<file path="config.mk">
export PLATFORM = sky130hd
export DESIGN_NAME = shift_sequencer
export DESIGN_NICKNAME = d
export VERILOG_FILES = /design/src/rtl/shift_seq_pkg.sv /design/src/rtl/shift_seq_counter.sv /design/src/rtl/shift_sequencer.sv
export SDC_FILE = /design/constraint.sdc
export NUM_CORES = 1
export LEC_CHECK = 0
export ABC_CLOCK_PERIOD_IN_PS = 2350
export CORE_MARGIN = 8
export CORE_UTILIZATION = 45
export CTS_BUF_LIST = sky130_fd_sc_hd__clkbuf_4 sky130_fd_sc_hd__clkbuf_8
export CTS_CLUSTER_SIZE = 24
export DETAILED_ROUTE_END_ITERATION = 10
export PLACE_DENSITY_LB_ADDON = 0.05
export SYNTH_ARGS = -nofsm -noshare
export SYNTH_HDL_FRONTEND = slang
export SYNTH_HIERARCHICAL = 1
export SYNTH_SLANG_ARGS = --single-unit
export TNS_END_PERCENT = 5
</file>
<file path="constraint.sdc">
create_clock -name clk -period 2.35 [get_ports clk]
set_input_delay 0.47 -clock clk [delete_from_list [all_inputs] [get_ports clk]]
set_output_delay 0.47 -clock clk [all_outputs]
set_load 0.05 [all_outputs]
</file>
<file path="src/rtl/shift_seq_pkg.sv">
// Shared encodings for the shift sequencer: command ops, register control codes
// and the sequencer state enum.
package shift_seq_pkg;

    localparam logic [1:0] OP_LOAD = 2'b00;
    localparam logic [1:0] OP_SHR  = 2'b01;
    localparam logic [1:0] OP_SHL  = 2'b10;
    localparam logic [1:0] OP_ROTR = 2'b11;

    localparam logic [1:0] CTRL_HOLD = 2'b00;
    localparam logic [1:0] CTRL_SHR  = 2'b01;
    localparam logic [1:0] CTRL_SHL  = 2'b10;
    localparam logic [1:0] CTRL_LOAD = 2'b11;

    typedef enum logic [1:0] {
        ST_IDLE  = 2'b00,
        ST_LOAD  = 2'b01,
        ST_SHIFT = 2'b10,
        ST_DONE  = 2'b11
    } state_t;

endpackage

</file>
<file path="src/rtl/shift_seq_counter.sv">
// Down counter for shift cycles: parallel load, saturating decrement, and a
// flag marking the last remaining cycle.
module shift_seq_counter #(
    parameter int CNT_W = 4
) (
    input  logic             clk,
    input  logic             rst,
    input  logic             i_load,
    input  logic [CNT_W-1:0] i_load_val,
    input  logic             i_dec,
    output logic             o_last
);

    logic [CNT_W-1:0] r_count;

    // Decrement stops at zero so an extra i_dec can never wrap the count.
    always_ff @(posedge clk or negedge rst) begin
        if (!rst) begin
            r_count <= '0;
        end else if (i_load) begin
            r_count <= i_load_val;
        end else if (i_dec && (r_count != '0)) begin
            r_count <= r_count - 1'b1;
        end
    end

    assign o_last = (r_count == CNT_W'(1));

endmodule

</file>
<file path="src/rtl/shift_sequencer.sv">
// Command sequencer that drives a universal shift register through LOAD,
// SHR, SHL and ROTR operations, one accepted command at a time.
module shift_sequencer
    import shift_seq_pkg::*;
#(
    parameter int WIDTH = 8,
    parameter int CNT_W = 4
) (
    input  logic             clk,
    input  logic             rst,
    input  logic             cmd_valid,
    output logic             cmd_ready,
    input  logic [1:0]       cmd_op,
    input  logic [CNT_W-1:0] cmd_count,
    input  logic [WIDTH-1:0] cmd_data,
    input  logic             cmd_fill,
    input  logic [WIDTH-1:0] reg_q,
    output logic [1:0]       control,
    output logic [WIDTH-1:0] data_in,
    output logic             shift_in_left,
    output logic             shift_in_right,
    output logic             busy,
    output logic             done
);

    localparam logic [CNT_W-1:0] W_CNT = CNT_W'(WIDTH);

    state_t           r_state;
    state_t           w_next;
    logic [1:0]       r_op;
    logic [WIDTH-1:0] r_data;
    logic             r_fill;
    logic             r_ready_en;
    logic             w_hs;
    logic             w_last;
    logic [CNT_W-1:0] w_eff;
    logic             w_unused_q;

    function automatic logic [CNT_W-1:0] eff_count(input logic [CNT_W-1:0] c);
        if (c > W_CNT) begin
            return W_CNT;
        end
        return c;
    endfunction

    assign w_eff      = eff_count(cmd_count);
    assign w_hs       = cmd_valid && cmd_ready;
    assign w_unused_q = ^reg_q[WIDTH-1:1];

    // r_ready_en holds cmd_ready low until the first edge after reset release.
    always_ff @(posedge clk or negedge rst) begin
        if (!rst) begin
            r_state    <= ST_IDLE;
            r_op       <= OP_LOAD;
            r_data     <= '0;
            r_fill     <= 1'b0;
            r_ready_en <= 1'b0;
        end else begin
            r_state    <= w_next;
            r_ready_en <= 1'b1;
            if (w_hs) begin
                r_op   <= cmd_op;
                r_data <= cmd_data;
                r_fill <= cmd_fill;
            end
        end
    end

    shift_seq_counter #(
        .CNT_W (CNT_W)
    ) u_counter (
        .clk        (clk),
        .rst        (rst),
        .i_load     (w_hs),
        .i_load_val (w_eff),
        .i_dec      (r_state == ST_SHIFT),
        .o_last     (w_last)
    );

    always_comb begin
        w_next         = r_state;
        control        = CTRL_HOLD;
        data_in        = '0;
        shift_in_left  = 1'b0;
        shift_in_right = 1'b0;
        unique case (r_state)
            ST_IDLE: begin
                if (w_hs) begin
                    if (cmd_op == OP_LOAD)  w_next = ST_LOAD;
                    else if (w_eff == '0)   w_next = ST_DONE;
                    else                    w_next = ST_SHIFT;
                end
            end
            ST_LOAD: begin
                control = CTRL_LOAD;
                data_in = r_data;
                w_next  = ST_DONE;
            end
            ST_SHIFT: begin
                control = (r_op == OP_SHL) ? CTRL_SHL : CTRL_SHR;
                // Rotation feeds the live LSB back in, so it bypasses the captured fill.
                if (r_op == OP_ROTR) begin
                    shift_in_right = reg_q[0];
                end else begin
                    shift_in_left  = r_fill;
                    shift_in_right = r_fill;
                end
                if (w_last) w_next = ST_DONE;
            end
            ST_DONE: begin
                w_next = ST_IDLE;
            end
            default: begin
                w_next = ST_IDLE;
            end
        endcase
    end

    assign cmd_ready = (r_state == ST_IDLE) && r_ready_en;
    assign busy      = (r_state != ST_IDLE);
    assign done      = (r_state == ST_DONE);

endmodule

</file>
# Yosys cells after proc, flatten, opt, wreduce, memory -nomap -nowiden
# Cells that the tools add are included.
[totals]
reg_bits = 18
in_bits = 26
out_inout_bits = 15
wordCells = 43
[op_classes]
addsub = 1
magnitude_cmp = 1
n_eq_ne = 8
n_mux = 17
reduce_logical = 10
[op_table]
columns = ["cell", "count"]
rows = [
  ["$mux W4", 4],
  ["$eq A2 B2 Y1 const B", 4],
  ["$mux W2", 4],
  ["$mux W8", 1],
  ["$pmux W2 S4", 1],
  ["$mux W1", 6],
  ["$eq A4 B1 Y1 const B", 1],
  ["$gt A4 B4 Y1 const B", 1],
  ["$logic_not A2 Y1", 2],
  ["$logic_not A4 Y1", 1],
  ["$pmux W2 S2", 1],
  ["$reduce_bool A2 Y1", 2],
  ["$reduce_bool A4 Y1", 1],
  ["$sub A4 B1 Y4 const B", 1],
  ["$logic_and A1 B1 Y1", 3],
  ["$eq A2 B1 Y1 const B", 1],
  ["$ne A2 B1 Y1 const B", 1],
  ["$ne A2 B2 Y1 const B", 1],
  ["$reduce_and A2 Y1", 1],
]

# Longest topological paths before layout
[logic_depth]
depth_word = 8
mapped_depth = 10
depth_no_buf = 8

# Modules after synthesis
# The synthesis kept the hierarchy.
[by_module_without_submodules]
columns = ["module", "n_inst", "cells_each", "area_each_um2", "seq_area_each_um2"]
rows = [
  ["shift_sequencer", 1, 71, 813.3, 350.3],
  ["shift_seq_counter", 1, 29, 282.8, 100.1],
]

# Least setup slack after synthesis
# Ideal clock, no wire load.
[synth_timing]
path_type = "flip-flop to output port"
from = "register r_state[0]"
to = "output shift_in_right"
arrival_ps = 1625
required_time_ps = 1880
path_slack_ps = 255
stages_incl_launch_ff = 5
path_buffers = 0
cell_sequence = "dfrtp_1 inv_1 ha_1 inv_1 a21oi_1"
[synth_between]
elab_chain_len = 2
[synth_lines]
columns = ["item", "line", "text"]
rows = [
  ["start: declaration", "shift_sequencer.sv:28", "state_t r_state;"],
  ["start signal: assignment", "shift_sequencer.sv:59", "r_state <= w_next;"],
  ["$eq A2 B2 Y1", "shift_sequencer.sv:86", "unique case (r_state)"],
  ["$mux W1", "shift_sequencer.sv:86", ""],
  ["end: declaration", "shift_sequencer.sv:21", "output logic shift_in_right,"],
]
# Every way passes these cells.

# Final worst setup path
[layout_timing]
from = "register r_state[0]"
to = "output control[1]"
[layout_between]
elab_chain_len = 2
word_cells_on_any_way = 3
classes_between = "2 x eq/ne; 1 x mux"
[layout_lines]
columns = ["item", "line", "text"]
rows = [
  ["$eq A2 B2 Y1 or $eq A2 B1 Y1 (tied branches)", "shift_sequencer.sv:86", ""],
  ["$pmux W2 S2 *", "shift_sequencer.sv:86", ""],
  ["end: declaration", "shift_sequencer.sv:18", "output logic [1:0] control,"],
]
# Mark *: on every way between the ends. The rest lies on a longest branch, timed or not.

==> impl_metrics.ini <==
[outcome]
status = complete, no violations

[synth]
synthDistinctLibCells = 34
synth_seq_area_share = 0.411
synth_top_area_share = 0.411
syn_nets = 133
synth_edf_count = 0
yosys.area.top_type = dfrtp_1
ys_warn_count = 6
synthCells = 100
synth.area.top_cells = dfrtp_1 (41%), mux2_4 (12%), ha_1 (8.0%), and2_1 (4.6%), mux2_2 (3.1%)
synth_flop_cell = dfrtp_1
avgSynthCellArea_sq_um = 11.0
synth-async-reset-ratio = 1.00
ys_ff_latch = 18
yosysMostFrequentCell = dfrtp_1
syn-cell-area_sq_um = 1100
netlist_top_cells_count = dfrtp_1 (18), mux2_4 (9), and2_1 (8)

[grt]
grt_max_degree = 19
grt_pass1_wl_microns = 4250
antenna_found_initial = 0
overflow = 0
track_usage = 0.124
grt_pass1_vias = 936

[timing]
drv_slew = 0
setup_viol = 0
rsz0062_at_grt = no
fin_setup_tns_ns = 0
fin_crit_ns = 2.12
final_hold_viol_count = 0
max_freq_ghz = 0.471
finalClockSkew_ns = 0.00348
min_period_over_period = 0.903

[clocking]
cts_tree = built
cts-root-buf = clkbuf_4
clk_latency_ns = 0.28
clk_path_buf_depth = 2
clk_pin_slew_ns = 0.10
cts-buffers-inserted = 3
cts.sinks = 18
htreeDepth = 1

[layout]
antenna_cells = 0
final_nets = 170
syn_to_final_growth_pct = 45.7
layout-drive-gt1-share = 0.267

[setup_path]
required_ns = 1.88
crit_path_start_kind = flip-flop
rrSetupSlack_ns = 0.59
r2r-start = r_state[0]$_DFFE_PN0P_
crit_start = r_state[0]$_DFFE_PN0P_
reg2reg_depth = 7
crit_end = control[1]
worstPathMaxFanout = 10
critPathKind = flip-flop to output pin
crit_path_end_kind = output pin
critical_path_arrival_ns = 1.65
reg2reg_to = u_counter/r_count[3]$_DFFE_PN0P_

[route]
finalWirelength_microns = 2450
final_antenna_net_count = 0
num_vias = 883
vias_per_cell = 5.35
first_pass_iters = 4
dr.first_iter.drc_count = 21
wire_per_inst_microns = 14.9
remaining_drc_errors = 0

[die]
rows = 18
start_util = 0.459
dieArea_sq_um = 4270
die_h_microns = 65.4
die_x_microns = 65.4
core_sq_um = 2390
io-pin-count = 41

[power]
power_mw = 2.23
p_leak_nw = 0.747
peakVddDrop_uv = 1100
power_density_nw_per_um2 = 1400

[placed_design]
numPortBuffers = 33
dpl.hpwl_microns = 1990
place.gp.congestion = 0.722

[flow_run]
cap_violations = 0

[hold_path]
hold_path_class = primary input to async pin
[cells in the final DEF (no fill, tap or decap), drive strengths merged, types with 2 or more instances in the layout]
master | Yosys | routed
a21oi | 5 | 5
dfrtp | 18 | 18
nor3b | 3 | 3
mux2i | 2 | 2
clkdlybuf4s50 | 0 | 19
mux2 | 12 | 12
clkbuf | 1 | 3
ha | 7 | 7
nor2b | 5 | 5
nor2 | 3 | 3
and2 | 9 | 9
nand2 | 8 | 8
inv | 7 | 7
o21ai | 3 | 3
buf | 2 | 16
[state kept, by name, indices dropped and copies added, names as in the netlist]
name / flops
r_data: 8
u_counter/r_count: 4
r_op: 2
r_state: 2
r_fill: 1
r_ready_en: 1
[worst min-delay path by stage]
stage                          start  depth (start not counted)                               end  slack [ns]
6_report                         rst                          2             r_data[2]$_DFFE_PN0P_        0.51
3_3_place_gp   r_data[2]$_DFFE_PN0P_                          1             r_data[2]$_DFFE_PN0P_        0.48
3_5_place_dp   r_data[4]$_DFFE_PN0P_                          1             r_data[4]$_DFFE_PN0P_        0.49
2_1_floorplan                    rst                          0             r_data[0]$_DFFE_PN0P_        0.17
5_1_grt                          rst                          2             r_data[2]$_DFFE_PN0P_        0.53
4_1_cts                          rst                          2  u_counter/r_count[3]$_DFFE_PN0P_        0.52
[cell families after synthesis]
kind of cell    after synthesis  synth area share
other cells                   1           0.00342
buf+inv                      10            0.0445
simple gates                 36             0.207
mux                          14             0.172
compound gates               14            0.0822
fa+ha+maj                     7            0.0799
flops                        18             0.411
[power breakdown]
group / internal, mW / switching (mW) / leakage [nW]
clock network: 0.0594 / 0.0882 / 0.0138
registers: 0.459 / 0.111 / 0.216
logic: 0.743 / 0.770 / 0.517
[cell type report]
type                    instances  area [sq um]
multi-input cells              72           599
fillers                       196           791
flip-flops and latches         18           450
well taps                      30          37.5
clock buffers                   3          22.5
inverters                       7          26.3
repair buffers                 35           460
[per-layer routing]
layer	track usage	wire, microns
met5	0	0
met4	0.0409	18
met3	0.0408	167
met2	0.208	1240
met1	0.144	1030
[critical path, stage by stage (launching register included)]
cell and delay, ns:
dfrtp_1 0.41, inv_1 0.14, ha_2 0.29, inv_1 0.10, nor2_1 0.11, o21a_1 0.17, buf_12 0.15
[stage by stage]
step	instances	util	hold WS, ns	instance area (sq um)	worst slack (ns)
after CTS	165	0.668	0.518	1590	0.130
final	165	0.669	0.511	1600	0.229
after floorplan	100	-	0.174	1100	0.255
after global placement	162	0.658	0.481	1570	0.452
after global routing	165	0.669	0.530	1600	0.0896
after detailed placement	162	0.658	0.491	1570	0.455
[what timing repair did]
item,4_1_cts,5_1_grt
endpoints found under the hold margin,0,0
buffers inserted,0,0
setup endpoints to repair,0,1
gates resized for setup,0,1
hold buffers,0,0
Note: power is estimated with default switching activity, not from simulation.
